`src/rtl/cursor_step_scheduler.sv`:
```
// cursor_step_scheduler: turns the four raw push-buttons into per-axis one-cycle step strobes.
// Each button is synchronised and debounced. An immediate step is followed by a hold-off and
// then auto-repeat. The optional acceleration stage is built only when CURSOR_ACCEL_EN is defined.
module cursor_step_scheduler #(
    parameter int unsigned DEBOUNCE_CYCLES    = 500000,
    parameter int unsigned REPEAT_DELAY       = 25000000,
    parameter int unsigned REPEAT_PERIOD_SLOW = 2500000,
    parameter int unsigned REPEAT_PERIOD_FAST = 500000,
    parameter int unsigned ACCEL_STEPS        = 16
) (
    input  logic clk_in,
    input  logic rst_in,
    input  logic btn_east,
    input  logic btn_west,
    input  logic btn_north,
    input  logic btn_south,
    output logic step_x_inc,
    output logic step_x_dec,
    output logic step_y_inc,
    output logic step_y_dec,
    output logic moving,
    output logic fast
);

    // Button bit positions inside the packed button vectors.
    localparam int BtnEast  = 0;
    localparam int BtnWest  = 1;
    localparam int BtnNorth = 2;
    localparam int BtnSouth = 3;

    // Debounce counter only ever has to reach DEBOUNCE_CYCLES-1.
    localparam int unsigned DbW = (DEBOUNCE_CYCLES > 1) ? $clog2(DEBOUNCE_CYCLES) : 1;
    localparam logic [DbW-1:0] DbLast = DbW'(DEBOUNCE_CYCLES - 1);

    localparam logic [31:0] DelayLoad = 32'(REPEAT_DELAY);
    localparam logic [31:0] SlowLoad  = 32'(REPEAT_PERIOD_SLOW);

`ifdef CURSOR_ACCEL_EN
    localparam int unsigned RepW = (ACCEL_STEPS > 0) ? $clog2(ACCEL_STEPS + 1) : 1;
    localparam logic [RepW-1:0] AccelMax = RepW'(ACCEL_STEPS);
    localparam logic [31:0]     FastLoad = 32'(REPEAT_PERIOD_FAST);
`endif

    // Elaboration-time parameter sanity checks.
    if (DEBOUNCE_CYCLES == 0) begin : g_bad_debounce
        $error("DEBOUNCE_CYCLES must be at least 1");
    end
    if (REPEAT_DELAY == 0 || REPEAT_PERIOD_SLOW == 0 || REPEAT_PERIOD_FAST == 0) begin : g_bad_ivl
        $error("repeat intervals must be at least 1");
    end
    if (REPEAT_PERIOD_FAST > REPEAT_PERIOD_SLOW) begin : g_bad_fast
        $error("REPEAT_PERIOD_FAST must not exceed REPEAT_PERIOD_SLOW");
    end
    if (ACCEL_STEPS == 0) begin : g_bad_accel
        $error("ACCEL_STEPS must be at least 1");
    end

    typedef enum logic [1:0] {
        StIdle   = 2'd0,
        StDelay  = 2'd1,
        StRepeat = 2'd2
    } state_e;

    logic [3:0]          btn_raw;
    logic [3:0]          sync1_q, sync2_q;
    logic [3:0]          deb_q, deb_d;
    logic [3:0][DbW-1:0] db_cnt_q, db_cnt_d;

    // Direction vector / strobe bit order: {y_dec, y_inc, x_dec, x_inc}.
    logic [3:0]  vec;
    logic        vec_active;
    logic        running;
    logic        expire;

    state_e      state_q, state_d;
    logic [31:0] ivl_q, ivl_d;
    logic [3:0]  vec_q, vec_d;
    logic [3:0]  step_q, step_d;

`ifdef CURSOR_ACCEL_EN
    logic [RepW-1:0] rep_q, rep_d, rep_nx;
    logic            fast_q, fast_d;
`endif

    assign btn_raw = {btn_south, btn_north, btn_west, btn_east};

    // Two-flop synchroniser for the asynchronous button pins.
    always_ff @(posedge clk_in or posedge rst_in) begin
        if (rst_in) begin
            sync1_q <= '0;
            sync2_q <= '0;
        end else begin
            sync1_q <= btn_raw;
            sync2_q <= sync1_q;
        end
    end

    // Debounce: accept a new level only after it has differed for DEBOUNCE_CYCLES cycles.
    always_comb begin
        deb_d    = deb_q;
        db_cnt_d = '0;
        for (int i = 0; i < 4; i++) begin
            if (sync2_q[i] != deb_q[i]) begin
                if (db_cnt_q[i] == DbLast) begin
                    deb_d[i] = sync2_q[i];
                end else begin
                    db_cnt_d[i] = db_cnt_q[i] + 1'b1;
                end
            end
        end
    end

    // Debounced level and run-length counter registers.
    always_ff @(posedge clk_in or posedge rst_in) begin
        if (rst_in) begin
            deb_q    <= '0;
            db_cnt_q <= '0;
        end else begin
            deb_q    <= deb_d;
            db_cnt_q <= db_cnt_d;
        end
    end

    // Opposing buttons on one axis cancel each other.
    assign vec = {deb_q[BtnNorth] & ~deb_q[BtnSouth],
                  deb_q[BtnSouth] & ~deb_q[BtnNorth],
                  deb_q[BtnWest]  & ~deb_q[BtnEast],
                  deb_q[BtnEast]  & ~deb_q[BtnWest]};

    assign vec_active = |vec;
    assign running    = (state_q == StDelay) || (state_q == StRepeat);
    assign expire     = (ivl_q <= 32'd1);

    // Schedule next state: immediate step, hold-off, then auto-repeat.
    always_comb begin
        state_d = state_q;
        ivl_d   = ivl_q;
        vec_d   = vec_q;
        step_d  = '0;
`ifdef CURSOR_ACCEL_EN
        rep_d   = rep_q;
        rep_nx  = rep_q;
        fast_d  = fast_q;
`endif
        if (!vec_active) begin
            state_d = StIdle;
            ivl_d   = '0;
            vec_d   = '0;
`ifdef CURSOR_ACCEL_EN
            rep_d   = '0;
            fast_d  = 1'b0;
`endif
        end else if (!running || (vec != vec_q)) begin
            // New press or changed direction wins over a coincident expiry.
            state_d = StDelay;
            step_d  = vec;
            vec_d   = vec;
            ivl_d   = DelayLoad;
`ifdef CURSOR_ACCEL_EN
            rep_d   = '0;
            fast_d  = 1'b0;
`endif
        end else if (expire) begin
            state_d = StRepeat;
            step_d  = vec;
`ifdef CURSOR_ACCEL_EN
            if (state_q == StDelay) begin
                rep_nx = RepW'(1);
            end else if (rep_q < AccelMax) begin
                rep_nx = rep_q + 1'b1;
            end
            rep_d  = rep_nx;
            fast_d = (rep_nx >= AccelMax);
            ivl_d  = (rep_nx >= AccelMax) ? FastLoad : SlowLoad;
`else
            ivl_d  = SlowLoad;
`endif
        end else begin
            ivl_d = ivl_q - 32'd1;
        end
    end

    // FSM, interval counter and registered strobe outputs.
    always_ff @(posedge clk_in or posedge rst_in) begin
        if (rst_in) begin
            state_q <= StIdle;
            ivl_q   <= '0;
            vec_q   <= '0;
            step_q  <= '0;
`ifdef CURSOR_ACCEL_EN
            rep_q   <= '0;
            fast_q  <= 1'b0;
`endif
        end else begin
            state_q <= state_d;
            ivl_q   <= ivl_d;
            vec_q   <= vec_d;
            step_q  <= step_d;
`ifdef CURSOR_ACCEL_EN
            rep_q   <= rep_d;
            fast_q  <= fast_d;
`endif
        end
    end

    assign step_x_inc = step_q[0];
    assign step_x_dec = step_q[1];
    assign step_y_inc = step_q[2];
    assign step_y_dec = step_q[3];
    assign moving     = (state_q != StIdle);

`ifdef CURSOR_ACCEL_EN
    assign fast = fast_q;
`else
    assign fast = 1'b0;
`endif

endmodule
```
`config.mk`:
```
export PLATFORM = sky130hd
export DESIGN_NAME = cursor_step_scheduler
export DESIGN_NICKNAME = d
export VERILOG_FILES = /design/src/rtl/cursor_step_scheduler.sv
export SDC_FILE = /design/constraint.sdc
export NUM_CORES = 1
export LEC_CHECK = 0
export BUFFER_PORTS_ARGS = -buffer_cell sky130_fd_sc_hd__buf_2
export CAP_MARGIN = 30
export CORE_MARGIN = 2
export CORE_UTILIZATION = 62
export CTS_CLUSTER_SIZE = 16
export DETAILED_ROUTE_END_ITERATION = 10
export PLACE_DENSITY = 0.89
export SETUP_SLACK_MARGIN = 0.4
export SLEW_MARGIN = 0
export SYNTH_ARGS = -nofsm -noshare
export SYNTH_HDL_FRONTEND = slang
export SYNTH_SLANG_ARGS = --single-unit
export TNS_END_PERCENT = 10
```
`constraint.sdc`:
```
create_clock -name clk_in -period 6.39 [get_ports clk_in]
set_clock_uncertainty 0.15 [all_clocks]
set_input_delay 1.278 -clock clk_in [delete_from_list [all_inputs] [get_ports clk_in]]
set_output_delay 1.278 -clock clk_in [all_outputs]
set_load 0.01 [all_outputs]
```
==> results.toml, run 1 <==
[final_layout]
layout-drive-gt1-share_pct = 8.40
num-nets-final = 635
mostFrequentLayoutCell = "dfrtp_1"
area_growth_syn_to_layout_pct = 13.1
post_layout_nonfiller_instances = 764
final_cell_mix = "dfrtp_1, nor2_1, xor2_1"
antenna_cells_inserted = 0
fillerInstances = 629

[floorplanning]
initial_utilization_pct = 63.2
design.portCount = 12
dieWidth_microns = 103
row_count = 36
die_area_sq_um = 10600
floorplan_die_height_microns = 103
core_sq_um = 9640

[clock_network]
cts-buffers-inserted = 17
worst_skew_pair.late_latency_ns = 0.53
clkSlewWorstSetupHoldPaths_ns = 0.06
clock-sinks = 130
cts-htree-levels = 4
cts_tree = "done"
post-cts-setup-buffers = 0
max-clock-path-buffers = 2
post_cts_resize_count = 0
cts_hold_repair.buffers = 0
ctsRootBufferMaster = "clkbuf_8"

[route]
drtPass1Iterations = 4
drc = 0
final_antenna_net_count = 0
count_of_routing_violations_after_the_opening_detailed_route_iteration = 231
detailroute.via_count = 4488
routed_wirelength_microns = 12700
drt-vias-per-instance = 5.87
avgRoutedWirePerCell_microns = 16.7

[timing]
timing.final.max_slew_violations = 0
hold_violations = 0
maxClockFrequency_mhz = 318
fin_crit_ns = 3.14
worst_slew_pin_tran_ns = 0.812
slew_headroom_pct = 45.4
timing.final.crit_share_pct = 49.2
timing.final.setup_violations = 0
grt_setup_unrepaired = "false"
tns_ns = 0

[placement]
dp.cells = 732
hpwlAfterDp_microns = 7460
routabilityCongestion = 0.808
portBuffers = 10

[critical_path]
timing.setup.critical_path_class = "flop to flop"
worstSetupEndpointType = "flop"
ff2ff_setup_slack_ns = 3.25
timing.critical_path.from_type = "flop"
critPathRequiredTime_ns = 6.62
critPathMaxFanout = 16
arrival_ns = 3.38

[outcome]
run_status = "finished, final reports clean"

[grt]
gr-usage-all-layers_pct = 26.9
antenna_found_initial = 0
globalRouteOverflowTotal = 0
pin_count_of_the_biggest_net_entering_global_routing = 67
via_count_of_the_first_global_routing_pass = 4595
grt_pass1_wl_microns = 21800

[synth]
synth_warnings = 0
number_of_synthesized_register_bits = 130
synth_top_cell_area_share_pct = 53.4
ys_types = 39
postSynth.asyncResetShare_pct = 100
synth_fp_nets = 624
postSynthAreaPerCell_sq_um = 10.0
synth_edf_count = 0
synthCells = 607
mappedNetlistArea_sq_um = 6090
synth_top_area_cell = "dfrtp_1"
synth.area.top_cells = "dfrtp_1, xor2_1, nor2_1, xnor2_1, nand4_1"
top_ff_cell_synth = "dfrtp_1"
synth_seq_area_share_pct = 53.4

[power_and_ir_drop]
p_leak_nw = 3.23
finalPower_mw = 1.98
pwr_density_cell_nw_per_um2 = 287
vdd.ir_drop.worst_mv = 0.241

[job]
max_cap_viol_count = 0

[worst_hold_path]
hp-class = "flop to flop"
[power by group]
group	internal, mW	switching, mW
Clock	0.742	0.353
Sequential	0.832	0.00852
Combinational	0.00954	0.0311
[metrics by stage]
step | worst slack [ns] | hold slack, ns | instance area [sq um] | util [%]
2_1_floorplan | 1.49 | 0.181 | 6090 | -
3_3_place_gp | 3.46 | 0.194 | 6230 | 64.6
3_5_place_dp | 3.40 | 0.189 | 6230 | 64.6
4_1_cts | 3.30 | 0.200 | 6900 | 71.5
5_1_grt | 2.97 | 0.221 | 6900 | 71.5
6_report | 3.25 | 0.206 | 6900 | 71.5
[synth_stat cells, types with 2 or more instances]
cell      number
dfrtp_1      130
or2_2          6
nand2_1       33
nor3_1        21
nand4b_1       2
nand3_1       27
ha_1          11
and3_1         6
buf_6          2
a21oi_1       11
nor4b_1        3
or3_1         10
nand4_1       24
nor4bb_1       2
and2_1         9
inv_1         18
o21ai_0       16
nand2b_1       3
clkbuf_1      15
and4_1         6
xor2_1        53
xnor2_1       49
nor4_1        20
nor2_1       115
[kinds of logic (layout without fill, tap and decap cells)]
logic type,Yosys count,in the layout,share of synthesized area [%]
AOI/OAI and AO/OA,30,30,2.61
xor gates and xnor gates,102,102,14.7
adders and majority gates,11,11,2.26
buffers and inverters,37,61,2.61
DFF,130,130,53.4
muxes,1,1,0.164
other,1,1,0.0615
and+or+nand+nor,295,295,24.3
[cell type report]
class                           count  area (sq um)  area share, %
Clock buffer                       22           463           6.71
Clock inverter                     10           203           2.94
Inverter                           18          70.1           1.02
Multi-Input combinational cell    440          2680           38.9
Sequential cell                   130          3250           47.2
Tap cell                          133           166           2.41
Timing Repair Buffer               11          57.6          0.835
[state kept, by name, summed over array words and instances, names as in the netlist]
register  count
ivl_q        32
vec_q         4
deb_q         4
db_cnt_q     76
sync2_q       4
step_q        4
state_q       2
sync1_q       4
[layer usage]
metal / vias up / track usage, % / share of wire (%)
met5: - / 0 / 0
li1: 2067 / - / -
met4: 0 / 13.0 / 2.9
met1: 2222 / 34.7 / 42
met3: 45 / 6.85 / 5.3
met2: 154 / 42.7 / 50
[worst max-delay path, stage by stage (launching register included)]
cell and delay [ns]:
dfrtp_1 0.43, nor4_2 0.49, nand4b_1 0.60, or4_1 0.80, nand2_1 0.36, o21ai_0 0.17
[path summary, 6_finish.rpt]
path | start | to | cells past startpoint
setup / recovery | ivl_q[14] | ivl_q[16] | 5
hold / removal | sync1_q[2] | sync2_q[2] | 0
setup reg to reg | ivl_q[14] | ivl_q[16] | 5
hold reg to reg | sync1_q[2] | sync2_q[2] | 0
max in group asynchronous | rst_in | db_cnt_q[29] | 3
min in group asynchronous | rst_in | db_cnt_q[72] | 2
No activity file was read; power rests on OpenSTA's default activity.
==> inputs of run 2 (changes only) <==
- clock period: 6.39 -> 3.21 ns (I/O delays scaled with it)
==> run 2 against run 1 <==
  * Design area is 1.4% lower
  * Non-clock buffer count is 1 higher
  * Global-route usage is 1.2 points lower
  * Fmax is 19% higher
  * Critical path type unchanged
  * Routed wire length is 4.1% lower
  * Largest cell class unchanged
==> results.toml, run 2 (synthesized netlist as in run 1, its figures left out) <==
[route]
drt-vias-per-instance = 5.82
drc = 0
final_antenna_net_count = 0
detailroute.via_count = 4432
routed_wirelength_microns = 12200
drtPass1Iterations = 5
avgRoutedWirePerCell_microns = 16.0
count_of_routing_violations_after_the_opening_detailed_route_iteration = 364

[critical_path]
timing.critical_path.max_delay_family = "simple AND/OR/NAND/NOR gates"
cp_num_cells = 7
ff2ff_setup_slack_ns = 0.58
crit_start = "ivl_q[0]"
timing.critical_path.to = "ivl_q[11]"
worstSetupEndpointType = "flop"
worst_path_max_delay_cell = "or4_1"
timing.reg2reg.worst_path_depth = 7
critPathRequiredTime_ns = 3.44
critPathMaxFanout = 10
arrival_ns = 2.87
timing.critical_path.from_type = "flop"
critical_path_buf_inv_count = 1
reg_to_reg_start = "ivl_q[0]"
critical_path.max_stage_delay_ns = 0.69
crit_chain = "inv_1, ha_1, nor2_1, or3_1, or4_1, nand2_1, o21ai_0"
worst_r2r_endpoint = "ivl_q[11]"
timing.setup.critical_path_class = "flop to flop"

[grt]
pin_count_of_the_biggest_net_entering_global_routing = 131
grt_pass1_wl_microns = 20600
gr-usage-all-layers_pct = 25.7
antenna_found_initial = 0
via_count_of_the_first_global_routing_pass = 4399
globalRouteOverflowTotal = 0

[final_layout]
layout.cell_area.non_filler_sq_um = 6800
largest_register = "db_cnt_q"
antenna_cells_inserted = 0
largestRegisters = "db_cnt_q x76, ivl_q x32"
multi_input_comb_area_sq_um = 2690
layout-drive-gt1-share_pct = 7.95
final_cell_mix = "dfrtp_1, nor2_1, xor2_1"
seqCellArea_sq_um = 3250
area_growth_syn_to_layout_pct = 11.5
final_core_util_pct = 70.5
num-nets-final = 636
mostFrequentLayoutCell = "dfrtp_1"
fillerInstances = 662
largest_reg_flops = 76
post_layout_nonfiller_instances = 762

[timing]
fin_crit_ns = 2.63
timing.final.crit_share_pct = 82.1
slew_headroom_pct = 47.7
grt_setup_unrepaired = "false"
maxClockFrequency_mhz = 380
layout_setup_ws_ns = 0.576
worst_hold_slack_ns = 0.0706
worst_slew_pin_tran_ns = 0.778
timing.final.setup_violations = 0
hold_violations = 0
tns_ns = 0
timing.final.max_slew_violations = 0

[floorplanning]
design.portCount = 12
initial_utilization_pct = 63.2
dieWidth_microns = 103
core_sq_um = 9640
floorplan_die_height_microns = 103
row_count = 36
die_area_sq_um = 10600

[power_and_ir_drop]
pwr_density_cell_nw_per_um2 = 521
power.share.switching_pct = 20.7
finalPower_mw = 3.54
power_report.internal_total_mw = 2.81
p_seq_share_pct = 47.3
power.net_switching_mw = 0.733
vdd.ir_drop.worst_mv = 0.452
power.combinational.fraction_pct = 2.3
p_leak_nw = 3.17
clkPwrFrac_pct = 50.4

[clock_network]
max-clock-path-buffers = 2
worst_skew_pair.late_latency_ns = 0.53
post-cts-setup-buffers = 0
clock-sinks = 130
ctsRootBufferMaster = "clkbuf_8"
clkSlewWorstSetupHoldPaths_ns = 0.06
cts-htree-levels = 4
cts_tree = "done"
cts-buffers-inserted = 17

[placement]
portBuffers = 10
dp.cells = 733
routabilityCongestion = 0.920
placedInstanceArea_sq_um = 6250
hpwlAfterDp_microns = 7500
dp_slack_ns = 0.597

[outcome]
run_status = "finished, final reports clean"

[job]
max_cap_viol_count = 0

[worst_hold_path]
hp-class = "primary input to flop"
-- run 2: repair_timing --
item / in CTS / in global routing
resized for setup: 0 / 1
setup endpoints to repair: 0 / 2
hold buffers: 0 / 0
-- run 2: worst min-delay path by stage --
stage | start | endpoint | slack [ns] | cells past startpoint
floorplan | sync1_q[0] | sync2_q[0] | 0.18 | 0
global placement | sync1_q[2] | sync2_q[2] | 0.19 | 0
detailed placement | sync1_q[2] | sync2_q[2] | 0.19 | 0
CTS | btn_north | sync1_q[2] | 0.05 | 1
global route | btn_west | sync1_q[1] | 0.04 | 1
finish | btn_north | sync1_q[2] | 0.07 | 1
-- run 2: worst register-to-register path: stages, from the launching register on --
cell	delay, ns
dfrtp_1	0.43
inv_1	0.09
ha_1	0.24
nor2_1	0.08
or3_1	0.34
or4_1	0.69
nand2_1	0.32
o21ai_0	0.15
-- run 2: area by class of cell --
cell class / count / share of cell area, %
Sequential cell: 130 / 47.9
Multi-Input combinational cell: 440 / 39.6
Clock buffer: 23 / 6.72
Tap cell: 133 / 2.45
Clock inverter: 6 / 1.22
Timing Repair Buffer: 12 / 1.14
Inverter: 18 / 1.05
-- run 2: power groups by stage --
stage | Combinational, mW | Clock [mW] | Sequential (mW)
final | 0.0806 | 1.78 | 1.67
after CTS | 0.0831 | 1.80 | 1.67
after global placement | 0.0782 | 0 | 1.70
after global routing | 0.0961 | 1.89 | 1.68
after floorplan | 0.0630 | 0 | 1.70
after detailed placement | 0.0824 | 0 | 1.70
-- run 2: routing by layer --
layer	share of wire (%)	track usage [%]	routed length (microns)
met5	0	0	0
met4	2.4	9.41	299
met3	4.5	7.59	551
met2	52	42.7	6340
met1	41	32.0	5030
==> inputs of run 3 (changes only) <==
- clock period: 3.21 -> 2.6 ns (I/O delays scaled with it)
==> run 3 against run 2 <==
  * Combinational power is 38% higher
  * Highest routed layer unchanged
  * Critical path depth is 2 lower
  * Non-clock buffer count is 20 higher
  * Worst hold slack better by 0.13 ns
  * Design area is 4.2% higher
  * Utilization is 2.9 points higher
  * Flip-flop and latch count stayed put
  * Sequential share of layout area is 1.9 points lower
  * Cell count is 2.9% higher
==> results.toml, run 3 (synthesized netlist as in run 1, its figures left out) <==
[outcome]
run_status = "finished, final reports clean"

[final_layout]
layout-drive-gt1-share_pct = 12.6
largest_reg_flops = 76
final_cell_mix = "dfrtp_1, nor2_1, xor2_1"
largest_register = "db_cnt_q"
mostFrequentLayoutCell = "dfrtp_1"
antenna_cells_inserted = 0
final_core_util_pct = 73.4
largestRegisters = "db_cnt_q x76, ivl_q x32"
area_growth_syn_to_layout_pct = 16.2
num-nets-final = 656

[timing]
tns_ns = 0
timing.final.setup_violations = 0
hold_violations = 0
worst_slew_pin_tran_ns = 0.762
fin_crit_ns = 2.30
timing.final.max_slew_violations = 0
slew_headroom_pct = 48.7
timing.final.crit_share_pct = 88.3
grt_setup_unrepaired = "true"
maxClockFrequency_mhz = 436

[power_and_ir_drop]
power.net_switching_mw = 0.963
power_report.internal_total_mw = 3.48
p_leak_nw = 3.33
p_seq_share_pct = 46.5
power.share.switching_pct = 21.7
pwr_density_cell_nw_per_um2 = 628
vdd.ir_drop.worst_mv = 0.401
power.combinational.fraction_pct = 2.5
clkPwrFrac_pct = 51.0

[clock_network]
ctsRootBufferMaster = "clkbuf_8"
cts_tree = "done"
cts-buffers-inserted = 17
max-clock-path-buffers = 2
clkSlewWorstSetupHoldPaths_ns = 0.06
worst_skew_pair.late_latency_ns = 0.53
clock-sinks = 130
cts-htree-levels = 4

[floorplanning]
initial_utilization_pct = 63.2
die_area_sq_um = 10600
core_sq_um = 9640
row_count = 36
design.portCount = 12
floorplan_die_height_microns = 103
dieWidth_microns = 103

[route]
drtPass1Iterations = 5
detailroute.via_count = 4647
routed_wirelength_microns = 13300
drc = 0
count_of_routing_violations_after_the_opening_detailed_route_iteration = 327
avgRoutedWirePerCell_microns = 17.0
drt-vias-per-instance = 5.93
final_antenna_net_count = 0

[grt]
gr-usage-all-layers_pct = 27.1
globalRouteOverflowTotal = 0
via_count_of_the_first_global_routing_pass = 4700
antenna_found_initial = 0
pin_count_of_the_biggest_net_entering_global_routing = 56
grt_pass1_wl_microns = 21900

[critical_path]
timing.reg2reg.worst_path_depth = 5
timing.critical_path.from_type = "flop"
timing.setup.critical_path_class = "flop to flop"
worstSetupEndpointType = "flop"
critPathMaxFanout = 10
arrival_ns = 2.53
critPathRequiredTime_ns = 2.83

[worst_hold_path]
worst_hold_path.num_cells = 0
hp-class = "flop to flop"

[placement]
portBuffers = 10
hpwlAfterDp_microns = 7730
routabilityCongestion = 0.904

[job]
max_cap_viol_count = 0
run 3: cell types whose count changed in the layout (fill, tap and decap cells not counted), sizes merged:
| cell | previous run | this run |
|---|---|---|
| buf | 12 | 27 |
| clkbuf | 23 | 21 |
| clkinv | 3 | 7 |
| dlygate4sd3 | 0 | 5 |
run 3: stage by stage:
step	instances	cell area [sq um]	hold WS [ns]	power (mW)	setup WS, ns
6_report	784	7080	0.199	4.45	0.305
5_1_grt	784	7080	0.204	4.59	0.231
4_1_cts	778	7010	0.201	4.46	0.364
3_5_place_dp	739	6310	0.188	2.21	0.0981
3_3_place_gp	739	6310	0.182	2.20	0.199
2_1_floorplan	607	6100	0.181	2.17	0.321
run 3: area by class of cell:
class | instances | area [sq um]
Clock buffer | 21 | 449
Clock inverter | 10 | 110
Fill cell | 626 | 2560
Inverter | 18 | 71.3
Multi-Input combinational cell | 440 | 2780
Sequential cell | 130 | 3250
Tap cell | 133 | 166
Timing Repair Buffer | 32 | 253
run 3: path summary, 6_finish.rpt:
check	from	end	slack, ns
setup reg to reg	ivl_q[28]	ivl_q[19]	0.30
min in group asynchronous	rst_in	db_cnt_q[73]	0.46
max in group asynchronous	rst_in	sync2_q[1]	1.20
setup / recovery	ivl_q[28]	ivl_q[19]	0.30
hold reg to reg	sync1_q[2]	sync2_q[2]	0.20
hold / removal	sync1_q[2]	sync2_q[2]	0.20
run 3: timing repair:
action                                  CTS  global route
pin swaps                                 3             3
hold buffers                              5             0
setup buffers                             3             6
hold endpoints to repair                 26             0
gates resized for setup                  14             7
endpoints found under the setup margin   37            37
run 3: worst max-delay path, cell delays in order, from the launching register on:
cell	delay (ns)
dfrtp_1	0.39
or3_4	0.40
or3_1	0.33
or4_4	0.59
nand2_4	0.14
o21ai_0	0.14
run 3: layer usage:
layer | track usage (%) | up-vias | wire length (microns)
li1 | - | 2115 | -
met1 | 33.1 | 2283 | 5340
met2 | 45.4 | 194 | 6790
met3 | 7.53 | 55 | 726
met4 | 12.1 | 0 | 457
met5 | 0 | - | 0
run 3: power by group through the flow:
stage | Clock, mW | Sequential (mW) | Combinational, mW
finish | 2.27 | 2.07 | 0.111
global route | 2.39 | 2.07 | 0.129
CTS | 2.28 | 2.07 | 0.113
detailed placement | 0 | 2.10 | 0.105
global placement | 0 | 2.10 | 0.101
floorplan | 0 | 2.10 | 0.0778
